[config.mk]
export PLATFORM = sky130hd
export DESIGN_NAME = flag_condition_sequencer
export DESIGN_NICKNAME = d
export VERILOG_FILES = /design/src/rtl/flag_cond_pkg.sv /design/src/rtl/flag_cond_mux.sv /design/src/rtl/flag_condition_sequencer.sv
export SDC_FILE = /design/constraint.sdc
export NUM_CORES = 1
export LEC_CHECK = 0
export ABC_AREA = 1
export BUFFER_PORTS_ARGS = -buffer_cell sky130_fd_sc_hd__buf_4
export CAP_MARGIN = 30
export CORE_UTILIZATION = 31
export CTS_CLUSTER_DIAMETER = 40
export DETAILED_ROUTE_END_ITERATION = 8
export PLACE_DENSITY_LB_ADDON = 0.2
export SKIP_CTS_REPAIR_TIMING = 1
export SYNTH_ARGS = -nofsm -noshare
export SYNTH_HDL_FRONTEND = slang
export SYNTH_SLANG_ARGS = --single-unit
[constraint.sdc]
create_clock -name Clk -period 1.6 [get_ports Clk]
set_input_delay 0.24 -clock Clk [delete_from_list [all_inputs] [get_ports Clk]]
set_output_delay 0.24 -clock Clk [all_outputs]
set_load 0.02 [all_outputs]
[src/rtl/flag_cond_pkg.sv]
// Shared definitions for the flag condition sequencer.
//   - instruction kind and Z80 cc encodings
//   - bit positions inside the F register
//   - default extra T-state counts for taken branches / repeats
//   - sequencer state encodings
//   - cc_eval: evaluates a 3-bit cc against an F value
package flag_cond_pkg;

   localparam logic [2:0] K_JP     = 3'd0;
   localparam logic [2:0] K_JR     = 3'd1;
   localparam logic [2:0] K_CALL   = 3'd2;
   localparam logic [2:0] K_RET    = 3'd3;
   localparam logic [2:0] K_DJNZ   = 3'd4;
   localparam logic [2:0] K_BLK_LD = 3'd5;
   localparam logic [2:0] K_BLK_CP = 3'd6;
   localparam logic [2:0] K_BLK_IO = 3'd7;

   localparam logic [2:0] CC_NZ = 3'd0;
   localparam logic [2:0] CC_Z  = 3'd1;
   localparam logic [2:0] CC_NC = 3'd2;
   localparam logic [2:0] CC_C  = 3'd3;
   localparam logic [2:0] CC_PO = 3'd4;
   localparam logic [2:0] CC_PE = 3'd5;
   localparam logic [2:0] CC_P  = 3'd6;
   localparam logic [2:0] CC_M  = 3'd7;

   localparam int F_S  = 7;
   localparam int F_Z  = 6;
   localparam int F_H  = 4;
   localparam int F_PV = 2;
   localparam int F_N  = 1;
   localparam int F_C  = 0;

   localparam int DEF_JR_EXTRA   = 5;
   localparam int DEF_DJNZ_EXTRA = 5;
   localparam int DEF_CALL_EXTRA = 7;
   localparam int DEF_RET_EXTRA  = 6;
   localparam int DEF_BLK_EXTRA  = 5;

   typedef logic [1:0] state_t;
   localparam state_t ST_IDLE = 2'd0;
   localparam state_t ST_EVAL = 2'd1;
   localparam state_t ST_WAIT = 2'd2;
   localparam state_t ST_DONE = 2'd3;

   function automatic logic cc_eval(input logic [7:0] f, input logic [2:0] cc);
      logic res;
      case (cc)
         CC_NZ:   res = ~f[F_Z];
         CC_Z:    res =  f[F_Z];
         CC_NC:   res = ~f[F_C];
         CC_C:    res =  f[F_C];
         CC_PO:   res = ~f[F_PV];
         CC_PE:   res =  f[F_PV];
         CC_P:    res = ~f[F_S];
         default: res =  f[F_S];
      endcase
      return res;
   endfunction

endpackage

[src/rtl/flag_cond_mux.sv]
// Combinational decision logic on the captured operands.
//   f, cond, kind, uncond, bzero : captured request
//   cond_true : branch condition for JP/JR/CALL/RET/DJNZ (0 for block kinds)
//   repeat_op : repeat decision for block kinds (0 otherwise)
module flag_cond_mux
   import flag_cond_pkg::*;
(
   input  logic [7:0] f,
   input  logic [2:0] cond,
   input  logic [2:0] kind,
   input  logic       uncond,
   input  logic       bzero,
   output logic       cond_true,
   output logic       repeat_op
);

   logic [2:0] cc;
   logic       cc_true;
   logic       unused_bits;

   // JR only encodes NZ/Z/NC/C
   assign cc      = (kind == K_JR) ? {1'b0, cond[1:0]} : cond;
   assign cc_true = cc_eval(f, cc);

   // H and N do not influence any decision
   assign unused_bits = ^{f[5:3], f[1]};

   always_comb begin
      cond_true = 1'b0;
      repeat_op = 1'b0;
      case (kind)
         K_JP, K_JR, K_CALL, K_RET: cond_true = uncond | cc_true;
         K_DJNZ:                    cond_true = ~bzero;
         K_BLK_LD:                  repeat_op = f[F_PV];
         K_BLK_CP:                  repeat_op = f[F_PV] & ~f[F_Z];
         default:                   repeat_op = ~f[F_Z];
      endcase
   end

endmodule

[src/rtl/flag_condition_sequencer.sv]
// Branch / block-repeat decision sequencer between the F register and the
// instruction sequencer. Captures a request, decides taken/rewind, and stalls
// the sequencer for the extra T-states a taken branch or repeat costs.
//   Clk, notReset       : clock, async active-low reset
//   Start, Kind, Cond,
//   Uncond, F, BZero    : request and operands (captured on acceptance)
//   Flush               : synchronous abort
//   Busy, Stall, Done   : handshake / stall to the sequencer
//   Taken, Rewind       : decision, held until overwritten by a later EVAL
//
// state   | meaning
// IDLE    | waiting for Start
// EVAL    | decision computed from captured operands
// WAIT    | Stall high, extra-cycle down-counter running
// DONE    | one-cycle Done pulse
module flag_condition_sequencer
   import flag_cond_pkg::*;
#(
   parameter int JR_EXTRA   = DEF_JR_EXTRA,
   parameter int DJNZ_EXTRA = DEF_DJNZ_EXTRA,
   parameter int CALL_EXTRA = DEF_CALL_EXTRA,
   parameter int RET_EXTRA  = DEF_RET_EXTRA,
   parameter int BLK_EXTRA  = DEF_BLK_EXTRA,
   parameter int CNT_W      = 3
) (
   input  logic       Clk,
   input  logic       notReset,
   input  logic       Start,
   input  logic [2:0] Kind,
   input  logic [2:0] Cond,
   input  logic       Uncond,
   input  logic [7:0] F,
   input  logic       BZero,
   input  logic       Flush,
   output logic       Busy,
   output logic       Stall,
   output logic       Done,
   output logic       Taken,
   output logic       Rewind
);

   state_t             state;
   logic [CNT_W-1:0]   cnt;
   logic [2:0]         kind_q;
   logic [2:0]         cond_q;
   logic               uncond_q;
   logic [7:0]         f_q;
   logic               bzero_q;

   logic               cond_true;
   logic               repeat_op;
   logic               is_blk;
   logic               taken_d;
   logic [CNT_W-1:0]   extra;

   flag_cond_mux u_mux (
      .f         (f_q),
      .cond      (cond_q),
      .kind      (kind_q),
      .uncond    (uncond_q),
      .bzero     (bzero_q),
      .cond_true (cond_true),
      .repeat_op (repeat_op)
   );

   assign is_blk  = (kind_q == K_BLK_LD) || (kind_q == K_BLK_CP) || (kind_q == K_BLK_IO);
   assign taken_d = is_blk ? repeat_op : cond_true;

   always_comb begin
      extra = '0;
      if (taken_d) begin
         case (kind_q)
            K_JR:    extra = CNT_W'(JR_EXTRA);
            K_CALL:  extra = CNT_W'(CALL_EXTRA);
            K_RET:   extra = CNT_W'(RET_EXTRA);
            K_DJNZ:  extra = CNT_W'(DJNZ_EXTRA);
            K_JP:    extra = '0;
            default: extra = CNT_W'(BLK_EXTRA);
         endcase
      end
   end

   always_ff @(posedge Clk or negedge notReset) begin
      if (!notReset) begin
         state    <= ST_IDLE;
         cnt      <= '0;
         kind_q   <= '0;
         cond_q   <= '0;
         uncond_q <= 1'b0;
         f_q      <= '0;
         bzero_q  <= 1'b0;
         Taken    <= 1'b0;
         Rewind   <= 1'b0;
      end else if (Flush) begin
         state <= ST_IDLE;
         cnt   <= '0;
      end else begin
         case (state)
            ST_IDLE: begin
               if (Start) begin
                  kind_q   <= Kind;
                  cond_q   <= Cond;
                  uncond_q <= Uncond;
                  f_q      <= F;
                  bzero_q  <= BZero;
                  state    <= ST_EVAL;
               end
            end
            ST_EVAL: begin
               Taken  <= taken_d;
               Rewind <= is_blk & repeat_op;
               if (extra == '0) begin
                  state <= ST_DONE;
               end else begin
                  cnt   <= extra;
                  state <= ST_WAIT;
               end
            end
            ST_WAIT: begin
               cnt <= cnt - 1'b1;
               if (cnt == CNT_W'(1)) state <= ST_DONE;
            end
            default: state <= ST_IDLE;
         endcase
      end
   end

   assign Busy  = (state != ST_IDLE);
   assign Stall = (state == ST_WAIT);
   assign Done  = (state == ST_DONE);

endmodule
==> reports/results.txt <==
Status = completed
Reg clk slew, reported paths = 0.11 ns
Hold path depth = 2
Worst hold path type = in -> reg
First-pass GRT wire length = 3790 um
Initial antenna violation count = 0
# H-tree levels = 1
First-pass DRT Iterations = 4
Drt wl/cell = 11.1 um
Final core utilization = 41.3%
Die W = 61.9 um
GRT overflow = 0
Cell leakage power = 0.707 nW
Pre-CTS setup slack = 0.0213 ns
TritonCTS clock tree = done
F_max = 0.650 GHz
Maxcap violations = 0
Post-synth EDFFs = 0
Diodes inserted = 0
Power per cell area = 1830 nW/um^2
CTS root buf = clkbuf_4
Worst skew pair latency = 0.29 ns
Largest net degree at the start of global routing = 20
Top-area cell type share of the netlist area = 42.8%
Slowest stage delay, CP = 0.41 ns
Buf+Inv Stages, Crit Path = 4
Switching Fraction = 45.0%
Min-delay src = Uncond
Post-DRT Antenna Nets = 0
Initial core utilization = 32.8%
NumNets Final = 187
Die Y = 61.9 um
Synth Warn # = 0
CP Capture Type = primary output
Post-Synthesis Cells = 132
CP top delay family = buffers and inverters
Layout area overhead = 25.9%
Min cycle time layout = 1.54 ns
Routed WL = 2280 um
Num ports = 25
Critical Path Fanout Max = 3
Yosys cell types = 29
Multi-input logic area = 573 sq um
Syn_nets = 158
Pint = 1.41 mW
Cell area after layout = 1400 sq um
Fin crit share = 96.2%
Vias/cell = 4.54
Ratio of cells with drive above 1 in the final layout = 32.5%
DRC Markers = 0
CP arrival = 1.30 ns
Final setup vio count = 0
Vias in the first global route = 885
Reg-to-Reg End = cnt[0]
Final Slew Violations = 0
Clock Skews = 0.00224 ns
DP HPWL = 1800 um
CP Launch Type = register
Critical path required time = 1.36 ns
Yosys reg bits = 19
Filler cells = 350
GP Congestion = 0.796
Slew margin rel. = 78.7%
DIE AREA = 3830 sq um
CTS Buffer Depth = 2
Tot GR Track Use = 13.9%
Post-synth ARST share = 100%
Total CTS buffers = 3
Netlist area before placement = 1110 sq um
WS Path Type = reg -> out
Final setup margin = 0.0616 ns
Avg Inst Size Synth = 8.42 sq um
Combinational share of power = 56.6%
Measured slew at the worst slew-check pin = 0.315 ns
Core ar. = 3390 sq um
Cell Count, Final, Fillers Out = 206
Via count = 936
R2R depth = 7
Top FF cell, synth = dfrtp_1
Max VDD drop = 895 uV
Register share of total power = 33.9%
Synth cell count leaders = 25 x nand2_1, 19 x dfrtp_1, 14 x inv_1, 13 x a21oi_1, 12 x nor2_1
R2R Path Start = state[0]
Port Buffer Count = 20
CP max-delay cell = dfrtp_1
Rows = 21
Storage element area = 475 sq um
Psw = 1.15 mW
Clock network power share = 9.5%
Most frequent cell after synthesis = nand2_1
Placed Cells incl. Taps = 200
Critical path cell sequence = inv_1, ha_1, inv_1, buf_4, buf_4
Synth top area cells = dfrtp_1 43%, nand2_1 8.4%, ha_1 6.8%
Placed cell areas = 1340 sq um
Hold Slack = 0.159 ns
R2R Setup Slk = 0.11 ns
Top cell type by total area after synthesis = dfrtp_1
Final Hold Vio Count = 0
DRT iter0 DRCs = 18
Hold Path End = uncond_q
Sink Count = 19
Sequential share of the synthesized area = 42.8%
## flip-flops by register name, summed over array words and instances, names as in the netlist
| signal | count |
|---|---|
| Rewind | 1 |
| state | 2 |
| kind_q | 3 |
| uncond_q | 1 |
| bzero_q | 1 |
| cond_q | 3 |
| cnt | 3 |
| f_q | 4 |
| Taken | 1 |
## worst reg2reg max path: stages, from the launching register on
cell	delay [ns]
dfrtp_1	0.41
buf_4	0.14
ha_1	0.25
or2_2	0.35
nand2_4	0.10
nand2_2	0.06
nand2_1	0.06
nand2_1	0.04
## cell type report
class / count / area share [%]
inverter: 18 / 4.92
clock buffer: 4 / 1.88
sequential: 19 / 34.0
timing repair buffer: 26 / 14.1
tap: 46 / 4.11
multi-input combinational: 93 / 41.0
## worst max-delay path by stage
stage	startpoint	endpoint	slack (ns)	depth (start not counted)
finish	state[0]	Busy	0.06	5
global route	state[0]	Busy	-0.003	5
detailed placement	state[0]	f_q[7]	0.02	6
CTS	state[0]	f_q[0]	-0.006	7
global placement	state[0]	bzero_q	0.06	6
floorplan	state[0]	f_q[7]	0.04	7
## through the flow
step / total power, mW / TNS, ns
global placement: 2.26 / 0
CTS: 2.56 / -0.00787
finish: 2.56 / 0
global route: 2.82 / -0.00438
detailed placement: 2.31 / 0
floorplan: 1.92 / 0
## cells in the final DEF (no fill, tap or decap), types with 2 or more instances in the layout
master and count:
a21oi_1 12, a21oi_2 3, buf_4 25, clkbuf_4 3, dfrtp_1 19, ha_1 6, inv_1 13, inv_2 4
mux2_1 2, nand2_1 24, nand2_2 2, nand2_4 3, nand3_1 10, nor2_1 12, nor2_2 2, o21ai_0 2
or2_2 3
## power groups by stage
| stage | Clock (mW) | Sequential, mW | Combinational, mW |
|---|---|---|---|
| 5_1_grt | 0.271 | 0.898 | 1.65 |
| 3_5_place_dp | 0 | 0.879 | 1.43 |
| 2_1_floorplan | 0 | 0.870 | 1.05 |
| 6_report | 0.243 | 0.868 | 1.45 |
| 4_1_cts | 0.260 | 0.869 | 1.43 |
| 3_3_place_gp | 0 | 0.874 | 1.38 |
## cells by family (layout without fill, tap and decap cells)
logic type	after synthesis	after routing	share of synthesized area, %
AND/OR/NAND/NOR	62	62	27.7
flip-flops	19	19	42.8
AO/OA/AOI/OAI	22	22	12.6
adder cells (fa/ha/maj)	6	6	6.76
multiplexers	3	3	3.04
buffers and inverters	20	48	7.09
## layer usage
| metal | share of wire, % | global-route usage (%) | wire (um) | up-vias |
|---|---|---|---|---|
| met5 | 0 | 0 | 0 | - |
| met2 | 48 | 22.0 | 1090 | 13 |
| met1 | 48 | 18.7 | 1100 | 431 |
| li1 | - | - | - | 490 |
| met3 | 3.0 | 1.86 | 69 | 2 |
| met4 | 0.83 | 6.67 | 19 | 0 |
(Power assumes the default switching activity.)
